===== src/rtl/kmc_npr_pkg.sv =====
`default_nettype none
// ============================================================================
// Module   : kmc_npr_pkg
// Purpose  : Shared types and helpers for the KMC11 NPR (DMA) controller:
//            FSM state encoding, default parameter values and the byte-lane
//            selector used on byte DATI cycles.
// Revision : 1.0  initial release
// ============================================================================
package kmc_npr_pkg;

    typedef enum logic [1:0] {
        IDLE = 2'd0,
        REQ  = 2'd1,
        XFER = 2'd2,
        DONE = 2'd3
    } npr_state_e;

    localparam int c_TIMEOUT_DEF = 1023;
    localparam int c_ADDR_W_DEF  = 18;

    // Byte read: the addressed byte lands right-justified, upper byte zero.
    function automatic logic [15:0] byte_lane(input logic odd, input logic [15:0] d);
        return {8'h00, (odd ? d[15:8] : d[7:0])};
    endfunction

endpackage
`default_nettype wire


===== src/rtl/kmc_npr_ctrl_if.sv =====
`default_nettype none
// ============================================================================
// Module   : kmc_npr_ctrl_if
// Purpose  : Bundles the microprocessor-side NPR register signals and the
//            Unibus-side bus interface signals of the NPR controller.
// Modports : master - the NPR controller itself
//            slave  - its environment (microcode datapath + bus interface)
// Revision : 1.0  initial release
// ============================================================================
interface kmc_npr_ctrl_if #(
    parameter int ADDR_W = 18
) ();
    // microprocessor side
    logic              kmcINIT;
    logic              kmcNPRGO;
    logic              kmcNPRWR;
    logic              kmcNPRBYTE;
    logic [ADDR_W-1:0] kmcNPRADDR;
    logic [15:0]       kmcNPRDATO;
    logic              kmcNPRACC;
    logic [15:0]       kmcNPRDATI;
    logic              kmcNPRBUSY;
    logic              kmcNPRDONE;
    logic              kmcNPRNXM;
    logic              kmcSTALL;
    // bus side
    logic              devREQO;
    logic              devACKI;
    logic              devCYCO;
    logic              devWRO;
    logic              devBYTEO;
    logic [ADDR_W-1:0] devADDRO;
    logic [15:0]       devDATAO;
    logic [15:0]       devDATAI;
    logic              devDONEI;

    modport master (
        input  kmcINIT, kmcNPRGO, kmcNPRWR, kmcNPRBYTE, kmcNPRADDR, kmcNPRDATO,
               kmcNPRACC, devACKI, devDATAI, devDONEI,
        output kmcNPRDATI, kmcNPRBUSY, kmcNPRDONE, kmcNPRNXM, kmcSTALL,
               devREQO, devCYCO, devWRO, devBYTEO, devADDRO, devDATAO
    );

    modport slave (
        output kmcINIT, kmcNPRGO, kmcNPRWR, kmcNPRBYTE, kmcNPRADDR, kmcNPRDATO,
               kmcNPRACC, devACKI, devDATAI, devDONEI,
        input  kmcNPRDATI, kmcNPRBUSY, kmcNPRDONE, kmcNPRNXM, kmcSTALL,
               devREQO, devCYCO, devWRO, devBYTEO, devADDRO, devDATAO
    );
endinterface
`default_nettype wire


===== src/rtl/kmc_npr_timer.sv =====
`default_nettype none
// ============================================================================
// Module   : kmc_npr_timer
// Purpose  : Bus-cycle watchdog for the NPR transfer phase. Counts enabled
//            cycles from zero and flags the cycle in which the TIMEOUT-th
//            enabled cycle occurs.
// Ports    : clk, rst  - clock, synchronous active-high reset
//            i_clr     - hold count at zero
//            i_en      - count this cycle
//            o_tc      - terminal count (TIMEOUT-th enabled cycle)
// Revision : 1.0  initial release
// ============================================================================
module kmc_npr_timer #(
    parameter int TIMEOUT = 1023
) (
    input  wire logic clk,
    input  wire logic rst,
    input  wire logic i_clr,
    input  wire logic i_en,
    output logic      o_tc
);
    localparam int c_CW = $clog2(TIMEOUT + 1);

    logic [c_CW-1:0] r_cnt;

    always_ff @(posedge clk) begin
        if (rst || i_clr) begin
            r_cnt <= '0;
        end else if (i_en) begin
            r_cnt <= r_cnt + 1'b1;
        end
    end

    // The count shows how many enabled cycles already elapsed, so the
    // TIMEOUT-th one is the cycle in which the count equals TIMEOUT-1.
    assign o_tc = i_en && (r_cnt == c_CW'(TIMEOUT - 1));

endmodule
`default_nettype wire


===== src/rtl/kmc_npr_ctrl.sv =====
`default_nettype none
// ============================================================================
// Module   : kmc_npr_ctrl
// Purpose  : KMC11 NPR (DMA) transfer sequencer. Latches a request on the
//            microcode GO pulse, performs the bus request/grant handshake,
//            runs one word/byte DATI or DATO cycle and returns read data,
//            a completion pulse and NXM status. Stalls the microprocessor
//            while microcode touches the NPR registers mid-transfer.
// Ports    : clk, rst  - clock, synchronous active-high reset
//            bus       - kmc_npr_ctrl_if.master (microprocessor + bus side)
// Config   : KMC_NPR_TIMEOUT_EN - when defined, a TIMEOUT-cycle watchdog in
//            the transfer phase declares NXM; otherwise the transfer waits
//            forever for slave completion and NXM reads 0.
// Revision : 1.0  initial release
// ============================================================================
module kmc_npr_ctrl
    import kmc_npr_pkg::*;
#(
    parameter int TIMEOUT = c_TIMEOUT_DEF,
    parameter int ADDR_W  = c_ADDR_W_DEF
) (
    input  wire logic       clk,
    input  wire logic       rst,
    kmc_npr_ctrl_if.master  bus
);
    npr_state_e        r_state;
    npr_state_e        w_next;
    logic              w_rst;
    logic              w_go;
    logic              w_xfer;
    logic              w_tc;

    logic [ADDR_W-1:0] r_addr;
    logic              r_wr;
    logic              r_byte;
    logic [15:0]       r_dato;
    logic [15:0]       r_dati;

    // Microprocessor INIT has exactly the effect of the block reset.
    assign w_rst  = rst | bus.kmcINIT;
    // GO is honoured only from IDLE; during a transfer or DONE it is ignored.
    assign w_go   = (r_state == IDLE) && bus.kmcNPRGO;
    assign w_xfer = (r_state == XFER);

`ifdef KMC_NPR_TIMEOUT_EN
    logic r_nxm;

    kmc_npr_timer #(
        .TIMEOUT (TIMEOUT)
    ) u_timer (
        .clk   (clk),
        .rst   (w_rst),
        .i_clr (!w_xfer),
        .i_en  (w_xfer),
        .o_tc  (w_tc)
    );

    // Slave completion takes priority over a coincident timeout.
    always_ff @(posedge clk) begin
        if (w_rst || w_go) begin
            r_nxm <= 1'b0;
        end else if (w_xfer && w_tc && !bus.devDONEI) begin
            r_nxm <= 1'b1;
        end
    end

    assign bus.kmcNPRNXM = r_nxm;
`else
    localparam int c_unused_timeout = TIMEOUT;

    assign w_tc          = 1'b0;
    assign bus.kmcNPRNXM = 1'b0;
`endif

    always_ff @(posedge clk) begin
        if (w_rst) begin
            r_state <= IDLE;
        end else begin
            r_state <= w_next;
        end
    end

    always_comb begin
        w_next = r_state;
        case (r_state)
            IDLE:    if (bus.kmcNPRGO) w_next = REQ;
            REQ:     if (bus.devACKI) w_next = XFER;
            XFER:    if (bus.devDONEI || w_tc) w_next = DONE;
            DONE:    w_next = IDLE;
            default: w_next = IDLE;
        endcase
    end

    always_ff @(posedge clk) begin
        if (w_rst) begin
            r_addr <= '0;
            r_wr   <= 1'b0;
            r_byte <= 1'b0;
            r_dato <= '0;
            r_dati <= '0;
        end else begin
            if (w_go) begin
                r_addr <= bus.kmcNPRADDR;
                r_wr   <= bus.kmcNPRWR;
                r_byte <= bus.kmcNPRBYTE;
                r_dato <= bus.kmcNPRDATO;
            end
            if (w_xfer && bus.devDONEI && !r_wr) begin
                r_dati <= r_byte ? byte_lane(r_addr[0], bus.devDATAI) : bus.devDATAI;
            end
        end
    end

    assign bus.kmcNPRBUSY = (r_state == REQ) || w_xfer;
    assign bus.kmcNPRDONE = (r_state == DONE);
    assign bus.kmcNPRDATI = r_dati;
    assign bus.kmcSTALL   = bus.kmcNPRACC && bus.kmcNPRBUSY;

    // Bus-side qualifiers are only presented while the cycle is active.
    assign bus.devREQO  = (r_state == REQ);
    assign bus.devCYCO  = w_xfer;
    assign bus.devADDRO = w_xfer ? r_addr : '0;
    assign bus.devWRO   = w_xfer && r_wr;
    assign bus.devBYTEO = w_xfer && r_byte;
    // Byte writes replicate the low byte onto both lanes.
    assign bus.devDATAO = !w_xfer ? 16'h0000 :
                          r_byte  ? {r_dato[7:0], r_dato[7:0]} : r_dato;

endmodule
`default_nettype wire


===== src/flat_wrapper.sv =====
// flat-port wrapper written by rule: the top's interface ports become plain ports
module kmc_npr_ctrl_flat import kmc_npr_pkg::*;
#(
    parameter int TIMEOUT = c_TIMEOUT_DEF,
    parameter int ADDR_W  = c_ADDR_W_DEF
)
  (clk, rst, bus_kmcINIT, bus_kmcNPRGO, bus_kmcNPRWR, bus_kmcNPRBYTE, bus_kmcNPRADDR, bus_kmcNPRDATO, bus_kmcNPRACC, bus_devACKI, bus_devDATAI, bus_devDONEI, bus_kmcNPRDATI, bus_kmcNPRBUSY, bus_kmcNPRDONE, bus_kmcNPRNXM, bus_kmcSTALL, bus_devREQO, bus_devCYCO, bus_devWRO, bus_devBYTEO, bus_devADDRO, bus_devDATAO);
  kmc_npr_ctrl_if #(.ADDR_W(ADDR_W)) bus_i ();
  input  wire logic clk;
  input  wire logic rst;
  input wire logic [$bits(bus_i.kmcINIT)-1:0] bus_kmcINIT;
  input wire logic [$bits(bus_i.kmcNPRGO)-1:0] bus_kmcNPRGO;
  input wire logic [$bits(bus_i.kmcNPRWR)-1:0] bus_kmcNPRWR;
  input wire logic [$bits(bus_i.kmcNPRBYTE)-1:0] bus_kmcNPRBYTE;
  input wire logic [$bits(bus_i.kmcNPRADDR)-1:0] bus_kmcNPRADDR;
  input wire logic [$bits(bus_i.kmcNPRDATO)-1:0] bus_kmcNPRDATO;
  input wire logic [$bits(bus_i.kmcNPRACC)-1:0] bus_kmcNPRACC;
  input wire logic [$bits(bus_i.devACKI)-1:0] bus_devACKI;
  input wire logic [$bits(bus_i.devDATAI)-1:0] bus_devDATAI;
  input wire logic [$bits(bus_i.devDONEI)-1:0] bus_devDONEI;
  output wire logic [$bits(bus_i.kmcNPRDATI)-1:0] bus_kmcNPRDATI;
  output wire logic [$bits(bus_i.kmcNPRBUSY)-1:0] bus_kmcNPRBUSY;
  output wire logic [$bits(bus_i.kmcNPRDONE)-1:0] bus_kmcNPRDONE;
  output wire logic [$bits(bus_i.kmcNPRNXM)-1:0] bus_kmcNPRNXM;
  output wire logic [$bits(bus_i.kmcSTALL)-1:0] bus_kmcSTALL;
  output wire logic [$bits(bus_i.devREQO)-1:0] bus_devREQO;
  output wire logic [$bits(bus_i.devCYCO)-1:0] bus_devCYCO;
  output wire logic [$bits(bus_i.devWRO)-1:0] bus_devWRO;
  output wire logic [$bits(bus_i.devBYTEO)-1:0] bus_devBYTEO;
  output wire logic [$bits(bus_i.devADDRO)-1:0] bus_devADDRO;
  output wire logic [$bits(bus_i.devDATAO)-1:0] bus_devDATAO;
  assign bus_i.kmcINIT = bus_kmcINIT;
  assign bus_i.kmcNPRGO = bus_kmcNPRGO;
  assign bus_i.kmcNPRWR = bus_kmcNPRWR;
  assign bus_i.kmcNPRBYTE = bus_kmcNPRBYTE;
  assign bus_i.kmcNPRADDR = bus_kmcNPRADDR;
  assign bus_i.kmcNPRDATO = bus_kmcNPRDATO;
  assign bus_i.kmcNPRACC = bus_kmcNPRACC;
  assign bus_i.devACKI = bus_devACKI;
  assign bus_i.devDATAI = bus_devDATAI;
  assign bus_i.devDONEI = bus_devDONEI;
  assign bus_kmcNPRDATI = bus_i.kmcNPRDATI;
  assign bus_kmcNPRBUSY = bus_i.kmcNPRBUSY;
  assign bus_kmcNPRDONE = bus_i.kmcNPRDONE;
  assign bus_kmcNPRNXM = bus_i.kmcNPRNXM;
  assign bus_kmcSTALL = bus_i.kmcSTALL;
  assign bus_devREQO = bus_i.devREQO;
  assign bus_devCYCO = bus_i.devCYCO;
  assign bus_devWRO = bus_i.devWRO;
  assign bus_devBYTEO = bus_i.devBYTEO;
  assign bus_devADDRO = bus_i.devADDRO;
  assign bus_devDATAO = bus_i.devDATAO;
  kmc_npr_ctrl #(.TIMEOUT(TIMEOUT), .ADDR_W(ADDR_W)) u_core (.clk(clk), .rst(rst), .bus(bus_i));
endmodule

===== config.mk =====
export PLATFORM = sky130hd
export DESIGN_NAME = kmc_npr_ctrl_flat
export DESIGN_NICKNAME = d
export VERILOG_FILES = /design/src/rtl/kmc_npr_pkg.sv /design/src/rtl/kmc_npr_ctrl_if.sv /design/src/rtl/kmc_npr_timer.sv /design/src/rtl/kmc_npr_ctrl.sv /design/src/flat_wrapper.sv
export SDC_FILE = /design/constraint.sdc
export NUM_CORES = 1
export LEC_CHECK = 0
export ABC_AREA = 1
export CAP_MARGIN = 20
export CORE_UTILIZATION = 37
export CTS_CLUSTER_SIZE = 14
export DETAILED_ROUTE_END_ITERATION = 16
export HOLD_SLACK_MARGIN = 0.12
export PLACE_DENSITY = 0.76
export SETUP_SLACK_MARGIN = 0.1
export SLEW_MARGIN = 25
export SYNTH_ARGS = -nofsm -noshare
export SYNTH_HDL_FRONTEND = slang
export SYNTH_SLANG_ARGS = --single-unit

===== constraint.sdc =====
create_clock -name clk -period 1.47 [get_ports clk]
set_input_delay 0.3675 -clock clk [delete_from_list [all_inputs] [get_ports clk]]
set_output_delay 0.3675 -clock clk [all_outputs]
set_load 0.02 [all_outputs]

======== Word-level counts from Yosys, hierarchy flattened ========
Cells that the tools add are included.
storage, ports and cells
  word-level logic and storage cells ...... 32
  output and inout bits ................... 58
  input bits .............................. 59
  register bits after elaboration ......... 54
cells by class
  eq/ne operators ......................... 6
  bitwise operators ....................... 1
  muxes and demuxes ....................... 9
  reduce and logical (&&, ||, !) cells .... 10
operators by type and width
  operator                                       number
  2-to-1 mux 16 bit                              3
  2-to-1 mux 18 bit                              1
  2-to-1 mux 8 bit                               1
  one-hot mux 2 bit (4 select lines)             1
  logical AND 1 bit                              6
  2-to-1 mux 2 bit                               3
  inequality test 2 bit, second input constant   3
  == test 2 bit, second input constant           2
  AND reduction 3 bit                            1
  == test 2 x 1 -> 1 bit, second input constant  1
  logical NOT 2 bit                              1
  logical NOT 1 bit                              1
  logical OR 1 bit                               1
  OR 1 bit                                       1

======== Longest topological paths before layout ========
Gate-level depths: netlist of run 1.
  word-level depth ........................ 3
  mapped depth ............................ 7
  gate-level depth less buffers ........... 7

======== Least setup slack after synthesis of run 1 ========
OpenSTA, ideal clock, no wires.
  kind .................................... register to output
  from .................................... register u_core.r_state[0]
  to ...................................... output bus_devDATAO[13]
  arrival time ............................ 1,321 ps
  data required time ...................... 1,102 ps
  cell stages (with the launch flop) ...... 7
  path buffers ............................ 2
  slack ................................... -219 ps
  cells stage by stage .................... dfxtp_1 -> inv_1 -> ha_1 -> buf_4 -> buf_2 -> o21ai_0 -> nor2_1
between the ends
  word-level cells in the longest chain between the ends .. 2
ends and longest elaborated chain
  element                 RTL line             RTL
  from (decl)             kmc_npr_ctrl.sv:26   npr_state_e r_state;
  from (signal assigned)  kmc_npr_ctrl.sv:79   r_state <= w_next;
  == test 2 bit           kmc_npr_ctrl.sv:43   assign w_xfer = (r_state == XFER);
  2-to-1 mux 16 bit       kmc_npr_ctrl.sv:126  assign bus.devDATAO = !w_xfer ? 16'h0000 :
  to (decl)               flat_wrapper.sv:31   output wire logic [$bits(bus_i.devDATAO)-1:0] bus_devDATAO;
No other way between the ends.

======== Worst setup path after layout of run 1 ========
  from .................................... register u_core.r_state[0]
  to ...................................... output bus_devDATAO[8]
Same word-level chain as after synthesis.

==> results of run 1 <==
## final cells by class
type | instances | share of cell area (%)
clock buffer | 6 | 1.62
clock inverter | 2 | 0.307
inverter | 39 | 3.43
multi-input combinational | 241 | 33.2
sequential | 54 | 24.2
tap | 77 | 2.15
timing repair buffer | 157 | 35.1
## cells by family after synthesis
logic type / Yosys count / share of synthesized area [%]
AO/OA/AOI/OAI: 79 / 16.5
adder cells (fa/ha/maj): 6 / 3.07
other: 1 / 0.153
flip-flops: 54 / 44.2
buffers and inverters: 60 / 10.8
AND/OR/NAND/NOR: 154 / 25.2
## timing repair
item,in CTS,in global routing
pin swaps,14,24
endpoints found under the setup margin,106,108
resized for setup,310,86
gates cloned,1,3
setup buffers,8,7
endpoints found under the hold margin,0,0
## worst max-delay path: stages, from the launching register on
cell,delay [ps]
sky130_fd_sc_hd__dfxtp_2,340
sky130_fd_sc_hd__inv_4,60
sky130_fd_sc_hd__ha_4,210
sky130_fd_sc_hd__buf_12,160
sky130_fd_sc_hd__o21ai_2,70
sky130_fd_sc_hd__nor2_2,120
sky130_fd_sc_hd__buf_6,130
## power by group through the flow
stage / Clock, mW / Combinational (mW) / Sequential (mW)
CTS: 0.847 / 0.744 / 1.57
global placement: 0 / 0.654 / 1.59
detailed placement: 0 / 0.666 / 1.60
finish: 0.820 / 0.853 / 1.57
global route: 0.912 / 0.924 / 1.58
floorplan: 0 / 0.320 / 1.60
## cell usage in the layout, fill, tap and decap left out, drive strengths merged
cell type      instances
conb                   1
nor2                  89
inv                   38
clkdlybuf4s15          4
clkbuf                20
o21ai                 52
buf                   81
dfxtp                 54
clkdlybuf4s50         58
nand2                 54
clkinv                 3
ha                     6
nand3                 12
a21oi                 27
## flip-flops by register name, summed over array words and instances (netlist names)
| name | count |
|---|---|
| u_core.r_state | 2 |
| u_core.r_addr | 18 |
| u_core.r_dato | 16 |
| u_core.r_wr | 1 |
| u_core.bus.kmcNPRDATI | 16 |
| u_core.r_byte | 1 |
## metrics by stage
| step | util (%) | hold slack, ps | setup slack [ps] |
|---|---|---|---|
| final | 70.6 | 467 | -294 |
| after global routing | 70.6 | 485 | -356 |
| after floorplan | - | 450 | 85.9 |
| after CTS | 65.7 | 470 | -297 |
| after global placement | 61.4 | 453 | -400 |
| after detailed placement | 61.4 | 457 | -449 |
## final timing paths
kind                                                             start                                     end  slack, ps  depth (start not counted)
worst min register to register  u_core.bus.kmcNPRDATI[14]$_SDFFE_PP0P_  u_core.bus.kmcNPRDATI[14]$_SDFFE_PP0P_        470                          2
worst max-delay path                    u_core.r_state[0]$_SDFFE_PP0P_                         bus_devDATAO[8]       -290                          6
worst max register to register          u_core.r_state[0]$_SDFFE_PP0P_  u_core.bus.kmcNPRDATI[11]$_SDFFE_PP0P_       -270                         11
worst min-delay path            u_core.bus.kmcNPRDATI[14]$_SDFFE_PP0P_  u_core.bus.kmcNPRDATI[14]$_SDFFE_PP0P_        470                          2
## routing by layer
layer | up-vias | share of wire (%) | wire [um]
li1 | 1393 | - | -
met1 | 1285 | 41 | 3240
met2 | 140 | 50 | 3940
met3 | 10 | 8.4 | 664
met4 | 0 | 1.4 | 108
met5 | - | 0 | 0
==> Implementation_results.wiki, run 1 <==
{| class="wikitable"
! Metric !! Value
|-
| Area of placed instances || roughly 3900 um2
|-
| Tcrit/Tclk final || 120%
|-
| Internal Dissipation || between 2 and 2.5 mW
|-
| Number of clock sinks || 54
|-
| Detailed placer's ending HPWL || 4990 um
|-
| Inst Count DP || 550
|-
| Netlist Area Pre-Place || 2440 um2
|-
| Final standard cell count with taps included and fillers excluded || 576
|-
| Top FF cell, synth || sky130_fd_sc_hd__dfxtp_1
|-
| Port-buffer cells || 115
|-
| Register Area || between 1000 and 1500 um2
|-
| Final setup skew || 12.9 ps
|-
| Total setup violations reported at the end of the flow || 56
|-
| Data arrival time of the critical path || between 1000 and 1500 ps
|-
| IO Pins || ~120
|-
| Via count || 2828
|-
| EDFF count, synth || 0
|-
| Level count of the clock H-tree || 2
|-
| Area share of the largest cell type after synthesis || 44.2%
|-
| Initial drt markers || 94
|-
| Placeable core region || 6350 um2
|-
| Total routing resource utilization after global routing || 21.6%
|-
| Initial Utilization || 38.5%
|-
| Areal power density over the cells || approximately 720 nW/um2
|-
| Worst ir drop on vdd || approximately 520 uV
|-
| Worst Setup End Kind || output port
|-
| Switching Fraction || 29.0%
|-
| Die W || 83.3 um
|-
| Net count of the mapped netlist || 419
|-
| Aggregate negative setup slack || -13060 ps
|-
| Post-CTS clock slew at the launch and capture registers of the worst setup and hold paths || 110 ps
|-
| Hold violation count in the final report || 0
|-
| Gate power share || 26.3%
|-
| Mean area per synthesized cell || a little under 7 um2
|-
| Count of cell types in the netlist || 22
|-
| Area of the multi-input gates || 1490 um2
|-
| CTS tree || yes
|-
| Top achievable clock speed || 567 MHz
|-
| Detail-routed net length per standard cell || roughly 14 um
|-
| Via count of the first global-routing pass || 2684
|-
| Aggregate routed wire length || 7950 um
|-
| Most used routing layer in global routing || met2
|-
| Leakage component of the power || about 2.0 nW
|-
| Detailed Routing Iterations Pass 1 || 5
|-
| Seq/Total Area, Yosys || between 40% and 50%
|-
| Growth of design area from synthesis to finish || 83.4%
|-
| Filler Cell Count || 520
|-
| Global placer's final weighted congestion || 0.772
|-
| ANT cells || 0
|-
| Final WS setup || -294 ps
|-
| Overflow left after global routing || 0
|-
| Post-layout power || approximately 3.2 mW
|-
| Unrepaired setup endpoints after global routing || true
|-
| Yosys reg bits || 54
|-
| Skew-Pair Late Insertion Delay || approximately 310 ps
|-
| NetSw || 0.942 mW
|-
| Met2 Resource Use GR || 37.0%
|-
| Final critical delay including setup and external delays || 1760 ps
|-
| Number of standard-cell rows in the floorplan || 29
|-
| Number of antenna violations at the first check in global routing || 0
|-
| Total count of max-transition violations in the final report || 0
|-
| Layout cells sized above 1 || 42.7%
|-
| Leading post-synthesis cells by instance count || 88 x sky130_fd_sc_hd__nor2_1, 54 x sky130_fd_sc_hd__dfxtp_1, 52 x sky130_fd_sc_hd__nand2_1, 45 x sky130_fd_sc_hd__o21ai_0, 36 x sky130_fd_sc_hd__inv_1
|-
| Flop pwr share || around 49%
|-
| Largest cells by area after synthesis || sky130_fd_sc_hd__dfxtp_1 44%, sky130_fd_sc_hd__nor2_1 14%, sky130_fd_sc_hd__o21ai_0 9.2%, sky130_fd_sc_hd__nand2_1 8.0%, sky130_fd_sc_hd__inv_1 5.5%
|-
| Die Span Y || 83.3 um
|-
| Crit path required time || 1100 ps
|-
| Post-synth ARST share || 0%
|-
| Met1 Track Usage GR || 27.6%
|-
| CTS Buffer Depth || 2
|-
| Global-route wire length before repair || 12400 um
|-
| Via count normalized by instance count || 4.91
|-
| Number of nets at the end of the flow || roughly 560
|-
| Clk Tree Root Cell || sky130_fd_sc_hd__clkbuf_8
|-
| Largest area contributor in the netlist || sky130_fd_sc_hd__dfxtp_1
|-
| CTS Hold Bufs || 0
|-
| Run status || complete, but fails checks
|-
| Final instance area || 4480 um2
|-
| Critical Path Start Type || flop
|-
| Number of buffers inserted during clock tree synthesis || 5
|-
| Number of warnings reported in the yosys synthesis log || 0
|-
| Die Outline Area || between 6000 and 7000 um2
|-
| Cell with the most instances after synthesis || sky130_fd_sc_hd__nor2_1
|-
| Remaining antenna violation count || 0
|-
| Clock power share || 25.3%
|-
| Worst min-delay path class || flop to flop
|-
| Crit path max fanout || 8
|-
| Drc violations || 0
|-
| Type of the worst setup path || flop to output port
|-
| Post-synthesis instance total || 354
|-
| Largest net degree at the start of global routing || 35
|-
| Violated checks || negative setup slack
|-
| Met3 GRT Util || roughly 5.1%
|-
| Total of max-cap violations || 0
|}
Note: power is estimated with default switching activity, not from simulation.
==> inputs of run 2 (changes only) <==
Settings changed: CORE_UTILIZATION 37 to 25, CTS_CLUSTER_SIZE 14 to 10, PLACE_DENSITY 0.76 to 0.55, TNS_END_PERCENT set to 10.
==> run 2 against run 1 <==
Compared with the run above:
- the run still ends with negative setup slack left
- register-to-register slack improved by 390 ps
- non-clock buffer count down 18
- die area grew 47%
- wire length is 7.0% lower
- critical endpoint is now bus_devDATAO[9]
==> Implementation_results.wiki, run 2 (same netlist as run 1, synthesis figures left out) <==
{| class="wikitable"
! Metric !! Value
|-
| Slowest cell on the critical path || sky130_fd_sc_hd__dfxtp_2
|-
| CP max stage delay || 350 ps (about the same)
|-
| Data arrival time of the critical path || 1370 ps (-30 ps)
|-
| Leakage component of the power || 1.90 nW (-6.2%)
|-
| Worst ir drop on vdd || 423 uV (-18%)
|-
| Global placer's final weighted congestion || 0.711 (-8.0%)
|-
| Die W || 101 um (+21%)
|-
| Violated checks || negative setup slack
|-
| Via count of the first global-routing pass || 2356 (-12%)
|-
| Aggregate negative setup slack || -7560 ps (+5500 ps)
|-
| Flip-flop count of the largest register after layout || 18 (unchanged)
|-
| Type of the worst setup path || flop to output port
|-
| Aggregate routed wire length || 7390 um (-7.0%)
|-
| Most common library cell in the layout ignoring fill and taps || sky130_fd_sc_hd__nor2_1
|-
| Die Span Y || 101 um (+21%)
|-
| Layout cells sized above 1 || 24.0% (-19 points)
|-
| Initial Utilization || 26.1% (-12 points)
|-
| Buf/Inv on CP || 3 (unchanged)
|-
| Port-buffer cells || 115 (unchanged)
|-
| Number of antenna violations at the first check in global routing || 0 (unchanged)
|-
| Tcrit/Tclk final || 118% (-1.8 points)
|-
| Top achievable clock speed || 576 MHz (+1.5%)
|-
| IO Pins || 117 (unchanged)
|-
| Largest register by flop count || u_core.r_addr
|-
| CTS Buffer Depth || 2 (unchanged)
|-
| Remaining antenna violation count || 0 (unchanged)
|-
| Unrepaired setup endpoints after global routing || true
|-
| Final instance area || 4100 um2 (-8.6%)
|-
| Detail-routed net length per standard cell || 12.2 um (-12%)
|-
| Most frequent cells in the layout || 84 x sky130_fd_sc_hd__nor2_1, 58 x sky130_fd_sc_hd__clkdlybuf4s50_1, 52 x sky130_fd_sc_hd__dfxtp_1
|-
| Crit path max fanout || 8 (unchanged)
|-
| Hold violation count in the final report || 0 (unchanged)
|-
| Largest net degree at the start of global routing || 35 (unchanged)
|-
| ANT cells || 0 (unchanged)
|-
| Cell family contributing the most delay on the critical path || buffers and inverters
|-
| Final core area utilization || 43.8% (-27 points)
|-
| Growth of design area from synthesis to finish || 67.7%
|-
| Final WS setup || -267 ps (+26.9 ps)
|-
| Hold slack final || 475 ps (+8.37 ps)
|-
| Final setup skew || 7.28 ps (-5.61 ps)
|-
| Run status || complete, but fails checks
|-
| CTS tree || yes
|-
| Drc violations || 0 (unchanged)
|-
| Critical Path Start Type || flop
|-
| CTS Hold Bufs || 0 (unchanged)
|-
| Worst Setup End Kind || output port
|-
| Placeable core region || 9370 um2 (+48%)
|-
| Number of clock sinks || 54 (unchanged)
|-
| Detailed placer's ending HPWL || 5400 um (+8.2%)
|-
| Overflow left after global routing || 0 (unchanged)
|-
| Via count || 2596 (-8.2%)
|-
| Crit path required time || 1100 ps (about the same)
|-
| Global-route wire length before repair || 11500 um (-7.2%)
|-
| Final critical delay including setup and external delays || 1740 ps (-26.9 ps)
|-
| Total of max-cap violations || 0 (unchanged)
|-
| Area of placed instances || 3950 um2 (+1.3%)
|-
| Skew-Pair Late Insertion Delay || 300 ps (about the same)
|-
| Worst min-delay path class || flop to flop
|-
| Areal power density over the cells || 802 nW/um2 (+11%)
|-
| Number of standard-cell rows in the floorplan || 35 (+21%)
|-
| Level count of the clock H-tree || 2 (unchanged)
|-
| Total routing resource utilization after global routing || 14.3% (-7.3 points)
|-
| Cell Chain, Critical Path || inv_4, ha_4, buf_12, o21ai_1, nor2_1, buf_4
|-
| Die Outline Area || 10200 um2 (+47%)
|-
| Placement Setup Slack || -413 ps (+36.1 ps)
|-
| Post-CTS clock slew at the launch and capture registers of the worst setup and hold paths || 100 ps (about the same)
|-
| Clk Tree Root Cell || sky130_fd_sc_hd__clkbuf_8
|-
| Number of nets at the end of the flow || 544 (-3.4%)
|-
| Via count normalized by instance count || 4.27 (-13%)
|-
| Detailed Routing Iterations Pass 1 || 4 (-1)
|-
| Total setup violations reported at the end of the flow || 41 (-27%)
|-
| Worst reg-to-reg setup slack || 120 ps (+390 ps)
|-
| Number of buffers inserted during clock tree synthesis || 5 (unchanged)
|-
| Total count of max-transition violations in the final report || 0 (unchanged)
|-
| Initial drt markers || 90 (-4.3%)
|}
==> run 2: per-stage QoR <==
| stage | power [mW] | std cells |
|---|---|---|
| final | 3.29 | 608 |
| after global routing | 3.47 | 608 |
| after CTS | 3.31 | 607 |
| after detailed placement | 2.27 | 600 |
| after global placement | 2.26 | 600 |
| after floorplan | 1.91 | 354 |
==> run 2: worst paths after layout <==
kind                                           from                                      to  cells past startpoint
max                  u_core.r_state[0]$_SDFFE_PP0P_                         bus_devDATAO[9]                      6
min          u_core.bus.kmcNPRDATI[11]$_SDFFE_PP0P_  u_core.bus.kmcNPRDATI[11]$_SDFFE_PP0P_                      2
max reg2reg          u_core.r_state[0]$_SDFFE_PP0P_   u_core.bus.kmcNPRDATI[2]$_SDFFE_PP0P_                      8
min reg2reg  u_core.bus.kmcNPRDATI[11]$_SDFFE_PP0P_  u_core.bus.kmcNPRDATI[11]$_SDFFE_PP0P_                      2
==> run 2: layout make-up <==
cell class,instances,area (um2)
fillers,1008,5270
repair buffers,139,1390
multi-input cells,240,1200
flip-flops and latches,54,1080
well taps,129,161
inverters,39,150
clock buffers,6,82.6
clock inverters,1,30.0
==> run 2: power breakdown <==
| part | switching [mW] | internal (mW) | total (mW) |
|---|---|---|---|
| registers | 0.0382 | 1.53 | 1.56 |
| logic | 0.337 | 0.361 | 0.698 |
| clock network | 0.480 | 0.546 | 1.03 |
| total | 0.856 | 2.43 | 3.29 |
==> run 2: worst reg2reg max path: stages, from the launching register on <==
cell and delay [ps]:
sky130_fd_sc_hd__dfxtp_2 350, sky130_fd_sc_hd__inv_4 60, sky130_fd_sc_hd__ha_4 200, sky130_fd_sc_hd__buf_4 160
sky130_fd_sc_hd__nand2_2 60, sky130_fd_sc_hd__nor2_4 100, sky130_fd_sc_hd__buf_12 140, sky130_fd_sc_hd__o21ai_0 80
sky130_fd_sc_hd__a21oi_1 130
==> run 2: metal layers <==
metal	wire length [um]	GRT usage, %	vias to the layer above
li1	-	-	1353
met2	3340	23.5	83
met1	3430	18.6	1154
met5	0	0	-
met4	64	3.01	0
met3	551	4.16	6
==> run 2: timing repair <==
action | 4_1_cts | 5_1_grt
gates resized for setup | 250 | 53
pin swaps | 0 | 6
setup endpoints to repair | 85 | 93
setup buffers | 0 | 1
endpoints found under the hold margin | 0 | 0
==> inputs of run 3 (changes only) <==
Settings changed: ABC_CLOCK_PERIOD_IN_PS set to 1470, CAP_MARGIN 20 to 10, GPL_TIMING_DRIVEN set to 0.
==> run 3 against run 2 <==
Compared with the run above:
- the flow still finishes with violations (negative setup slack)
- clock-buffer cell count did not move
- clock power shrank 21%
- first-iteration DRC count shrank 28%
- critical path depth rose by 1
- sequential cell count unchanged
- power down 6.8%
- via count rose by 3.0%
==> Implementation_results.wiki, run 3 (same netlist as run 1, synthesis figures left out) <==
{| class="wikitable"
! Metric !! Value
|-
| Final critical delay including setup and external delays || 1830 ps (+88.3 ps)
|-
| Number of buffers inserted during clock tree synthesis || 5 (unchanged)
|-
| Top achievable clock speed || 548 MHz (-4.8%)
|-
| Number of standard-cell rows in the floorplan || 35 (unchanged)
|-
| Skew-Pair Late Insertion Delay || 300 ps (about the same)
|-
| Drc violations || 0 (unchanged)
|-
| Detail-routed net length per standard cell || 13.2 um (+8.5%)
|-
| Tcrit/Tclk final || 124% (+6.0 points)
|-
| Via count || 2674 (+3.0%)
|-
| Die W || 101 um (unchanged)
|-
| Hold violation count in the final report || 0 (unchanged)
|-
| Type of the worst setup path || flop to output port
|-
| Critical Path Start Type || flop
|-
| Number of nets at the end of the flow || 548 (+0.74%)
|-
| Violated checks || negative setup slack
|-
| Growth of design area from synthesis to finish || 64.1%
|-
| Number of antenna violations at the first check in global routing || 0 (unchanged)
|-
| Cell family contributing the most delay on the critical path || buffers and inverters
|-
| Initial drt markers || 65 (-28%)
|-
| Total of max-cap violations || 0 (unchanged)
|-
| Most common library cell in the layout ignoring fill and taps || sky130_fd_sc_hd__nor2_1
|-
| Die Outline Area || 10200 um2 (unchanged)
|-
| Launch point of the worst reg-to-reg path || u_core.r_state[0]$_SDFFE_PP0P_
|-
| Slowest cell on the critical path || sky130_fd_sc_hd__dfxtp_4
|-
| Aggregate routed wire length || 8070 um (+9.3%)
|-
| Overflow left after global routing || 0 (unchanged)
|-
| Final WS setup || -356 ps (-88.3 ps)
|-
| Buf/Inv on CP || 4 (+1)
|-
| Initial Utilization || 26.1% (unchanged)
|-
| CTS tree || yes
|-
| Via count of the first global-routing pass || 2554 (+8.4%)
|-
| Crit path required time || 1100 ps (about the same)
|-
| Number of clock sinks || 54 (unchanged)
|-
| Crit path max fanout || 7 (-1)
|-
| CP max stage delay || 370 ps (+20 ps)
|-
| Post-layout power || 3.06 mW (-6.8%)
|-
| Area of placed instances || 3830 um2 (-3.2%)
|-
| Largest register by flop count || u_core.r_addr
|-
| Data arrival time of the critical path || 1460 ps (+90 ps)
|-
| Worst reg-to-reg path cell count || 10 (+2)
|-
| Worst ir drop on vdd || 363 uV (-14%)
|-
| Run status || complete, but fails checks
|-
| Worst reg-to-reg setup slack || -170 ps (-290 ps)
|-
| Port-buffer cells || 115 (unchanged)
|-
| Final standard cell count with taps included and fillers excluded || 612 (+0.66%)
|-
| Detailed placer's ending HPWL || 5790 um (+7.2%)
|-
| First element of the critical path || u_core.r_state[0]$_SDFFE_PP0P_
|-
| Total routing resource utilization after global routing || 16.1% (+1.8 points)
|-
| ANT cells || 0 (unchanged)
|-
| Areal power density over the cells || 763 nW/um2 (-4.8%)
|-
| Final setup skew || 10.4 ps (+3.15 ps)
|-
| Die Span Y || 101 um (unchanged)
|-
| Instance count along the most critical hold path || 2 (unchanged)
|-
| Via count normalized by instance count || 4.37 (+2.3%)
|-
| IO Pins || 117 (unchanged)
|-
| Worst min-delay path class || flop to flop
|-
| Total setup violations reported at the end of the flow || 51 (+24%)
|-
| Cell Chain, Critical Path || inv_6, ha_4, buf_12, buf_8, o21ai_1, nor2_1, buf_4
|-
| Post-CTS clock slew at the launch and capture registers of the worst setup and hold paths || 100 ps (about the same)
|-
| Placeable core region || 9370 um2 (unchanged)
|-
| Worst Setup End Kind || output port
|-
| Detailed Routing Iterations Pass 1 || 7 (+3)
|-
| Level count of the clock H-tree || 2 (unchanged)
|-
| Clk Tree Root Cell || sky130_fd_sc_hd__clkbuf_8
|-
| Total count of max-transition violations in the final report || 0 (unchanged)
|-
| Leakage component of the power || 1.86 nW (-2.2%)
|-
| Unrepaired setup endpoints after global routing || true
|-
| Critical hold path startpoint || u_core.bus.kmcNPRDATI[11]$_SDFFE_PP0P_
|-
| Flip-flop count of the largest register after layout || 18 (unchanged)
|-
| Final instance area || 4010 um2 (-2.1%)
|-
| Inst Count DP || 598 (-0.33%)
|-
| Largest net degree at the start of global routing || 16 (-54%)
|-
| CTS Hold Bufs || 0 (unchanged)
|-
| CTS Buffer Depth || 2 (unchanged)
|-
| Global placer's final weighted congestion || 0.751 (+5.7%)
|-
| Global-route wire length before repair || 12600 um (+9.7%)
|-
| Worst reg2reg endpoint || u_core.bus.kmcNPRDATI[6]$_SDFFE_PP0P_
|-
| Endpoint of the worst hold path || u_core.bus.kmcNPRDATI[11]$_SDFFE_PP0P_
|-
| Hold slack final || 468 ps (-7.14 ps)
|-
| Most frequent cells in the layout || 84 x sky130_fd_sc_hd__nor2_1, 58 x sky130_fd_sc_hd__clkdlybuf4s50_1, 52 x sky130_fd_sc_hd__dfxtp_1
|-
| Layout cells sized above 1 || 25.5% (+1.5 points)
|-
| Remaining antenna violation count || 0 (unchanged)
|}
## run 3: changes by cell type in the layout (fill, tap and decap cells not counted), sizes merged
cell,before,now
clkinv,1,2
bufinv,1,0
buf,65,67
clkdlybuf4s15,6,7
clkinvlp,0,1
dlygate4sd2,0,1
inv,38,37
## run 3: worst max path at each step
stage	end	cells after the start	slack [ps]
2_1_floorplan	bus_devADDRO[10]	6	70
3_3_place_gp	bus_devADDRO[0]	7	-600
3_5_place_dp	bus_devADDRO[0]	7	-610
4_1_cts	bus_devDATAO[15]	7	-400
5_1_grt	bus_devDATAO[15]	7	-420
6_report	bus_devDATAO[8]	7	-360
## run 3: layout make-up
cell class                      count  area, um2
Tap cell                          129        161
Inverter                           39        154
Clock inverter                      1       7.51
Buffer                             21        193
Sequential cell                    54       1090
Clock buffer                        6       72.6
Fill cell                        1020       5360
Timing Repair Buffer              122       1140
Multi-Input combinational cell    240       1200
## run 3: stage by stage
| stage | setup slack [ps] | setup TNS [ps] | utilization, % |
|---|---|---|---|
| 2_1_floorplan | 69.4 | 0 | - |
| 3_3_place_gp | -603 | -31170 | 40.8 |
| 3_5_place_dp | -607 | -32470 | 40.8 |
| 4_1_cts | -398 | -14430 | 42.4 |
| 5_1_grt | -423 | -17410 | 42.8 |
| 6_report | -356 | -12680 | 42.8 |
## run 3: metal layers
layer  vias up  wire length, um  global-route usage (%)
met3         6              580                    3.68
met4         0               68                    3.46
met1      1224             3540                    19.5
li1       1359                -                       -
met2        85             3890                    29.1
met5         -                0                       0
## run 3: repair_timing
action                     CTS  global route
resized for setup          263            54
gates cloned                 1             0
pin swaps                   12             5
setup endpoints to repair   93           106
buffers inserted             5             1
## run 3: where the power goes
group          internal (mW)  switching (mW)  total, mW
registers               1.52          0.0428       1.57
clock network          0.329           0.490      0.818
logic                  0.338           0.339      0.677
total                   2.19           0.871       3.06
## run 3: worst register-to-register path: cells and delay by family, from the launching register on
family | cells | cell delay, ps
AOI/OAI and AO/OA | 2 | 190
adders and majority gates | 1 | 160
buffers and inverters | 6 | 730
DFF | 1 | 380
and+or+nand+nor | 1 | 110
==> RTL edit, RTL diff (config.mk and constraints of run 1) <==
The option `KMC_NPR_TIMEOUT_EN` is turned on by a define.
--- a/src/rtl/kmc_npr_ctrl.sv
+++ b/src/rtl/kmc_npr_ctrl.sv
@@ -15,2 +15,4 @@
 // ============================================================================
+`define KMC_NPR_TIMEOUT_EN
+
 module kmc_npr_ctrl
Behaviour: no difference found for any inputs over 10 cycles, from zero or initial values; that may be too few to reach the edited logic, so the function may still have changed.
==> RTL edit against run 1 <==
The flow still finishes with violations (setup timing). Final area rose by 8.8%. Critical endpoint is now bus_devADDRO[0]. Worst setup slack got worse by 0.025 ns. Final cell count rose by 15%. Largest power group unchanged. Global-route usage fell by 1.6 points. Sequential cell count rose by 11. Sequential power rose by 19%. Synthesized cell count rose by 18%. Sequential share of layout area rose by 2.5 points. Area after synthesis rose by 21%. Die area rose by 20%. Power rose by 28%. Routed wire length rose by 7.5%. Via count rose by 10%. Non-clock buffer count fell by 10.
==> RTL edit: results (changes against run 1) <==
Outcome = finished with violations
Violated checks = setup timing
R2r setup slk = -0.11 ns (+0.16 ns)
Crit-path max FO = 13 (+5)
Synth Area in XOR/XNOR = 0.00297 (+0.00297)
Layout cell share with drive strength beyond 1 = 0.340 (-0.0864)
Synth area leaders = dfxtp_1 (44%), nor2_1 (13%), o21ai_0 (8.5%)
Global-route wire length before repair = 13400 um (+8.3%)
Min-delay src = u_core.u_timer.r_cnt[0]$_SDFFE_PP0N_
Finish-stage setup viols = 63 (+13%)
Critical path endpoint = bus_devADDRO[0]
Reg2Reg Depth = 9 (-2)
Min setup slack post-route = -0.320 ns (-0.0252 ns)
Worst Path Arrival = 1.42 ns (+0.02 ns)
WL final = 8540 um (+7.5%)
Iteration-0 DRC count of the detailed router = 95 (+1.1%)
Worst VDD drop = 0.000524 V (+1.8%)
Vias = 3113 (+10%)
Post-synth cell types = 30 (+36%)
Post-placement cell area = 4420 sq um (+13%)
1st-pass router iterations = 10 (+5)
Largest net degree at the start of global routing = 48 (+37%)
Seq/Total Area, Yosys = 0.441 (-0.00131)
RD Place Congestion = 0.828 (+7.2%)
Placed cell count = 639 (+16%)
Lkg Pwr = 2.17 nW (+6.9%)
Post-Synthesis Cells = 419 (+18%)
Switching share of power = 0.275 (-0.0151)
Setup_tns = -11.29 ns (+1.77 ns)
H-Tree Depth = 3 (+1)
Worst slack at placement = -0.432 ns (+0.0173 ns)
Post-DP HPWL = 5730 um (+15%)
Inserted Clock Buffers = 9 (+4)
Number of global-route vias before repair = 3017 (+12%)
[RTL edit: changes by cell type after synthesis, sizes merged, moves of 2 or more]
cell / delta
nor2: +16
inv: +12
dfxtp: +11
nand2: +9
a21oi: +5
o21ai: +4
buf: -3
clkbuf: +3
nand3: +2
[RTL edit: routing by layer]
metal / global-route usage / vias up / part of all wire
li1: - / 1595 / -
met1: 0.236 / 1413 / 0.41
met2: 0.351 / 95 / 0.52
met3: 0.0377 / 10 / 0.052
met4: 0.0939 / 0 / 0.017
met5: 0 / - / 0
[RTL edit: critical path: cells and delay by family, from the launching register on]
family,cells,cell delay [ns]
adders and majority gates,1,0.19
buffers and inverters,5,0.49
DFF,1,0.34
and+or+nand+nor,1,0.06
[RTL edit: what timing repair did]
| action | in CTS | in global routing |
|---|---|---|
| setup endpoints to repair | 106 | 91 |
| cloned | 0 | 2 |
| pin swaps | 4 | 8 |
| buffers inserted | 6 | 2 |
| gates resized for setup | 286 | 74 |
[RTL edit: power groups by stage]
stage	combinational (mW)	sequential, mW	clock, mW
2_1_floorplan	0.342	1.90	0
3_3_place_gp	0.668	1.90	0
3_5_place_dp	0.677	1.90	0
4_1_cts	0.729	1.86	1.52
5_1_grt	0.849	1.88	1.62
6_report	0.784	1.87	1.50
[RTL edit: area by class of cell]
| type | count | area [sq um] |
|---|---|---|
| Sequential cell | 65 | 1310 |
| Clock buffer | 9 | 124 |
| Clock inverter | 7 | 70.1 |
| Tap cell | 102 | 128 |
| Fill cell | 638 | 2850 |
| Inverter | 50 | 198 |
| Timing Repair Buffer | 147 | 1520 |
| Multi-Input combinational cell | 283 | 1540 |
[RTL edit: cell families after synthesis]
logic type               Yosys count
adder cells (fa/ha/maj)            6
buffers and inverters             71
AND/OR/NAND/NOR                  185
XOR/XNOR                           1
flip-flops                        65
AO/OA/AOI/OAI                     91
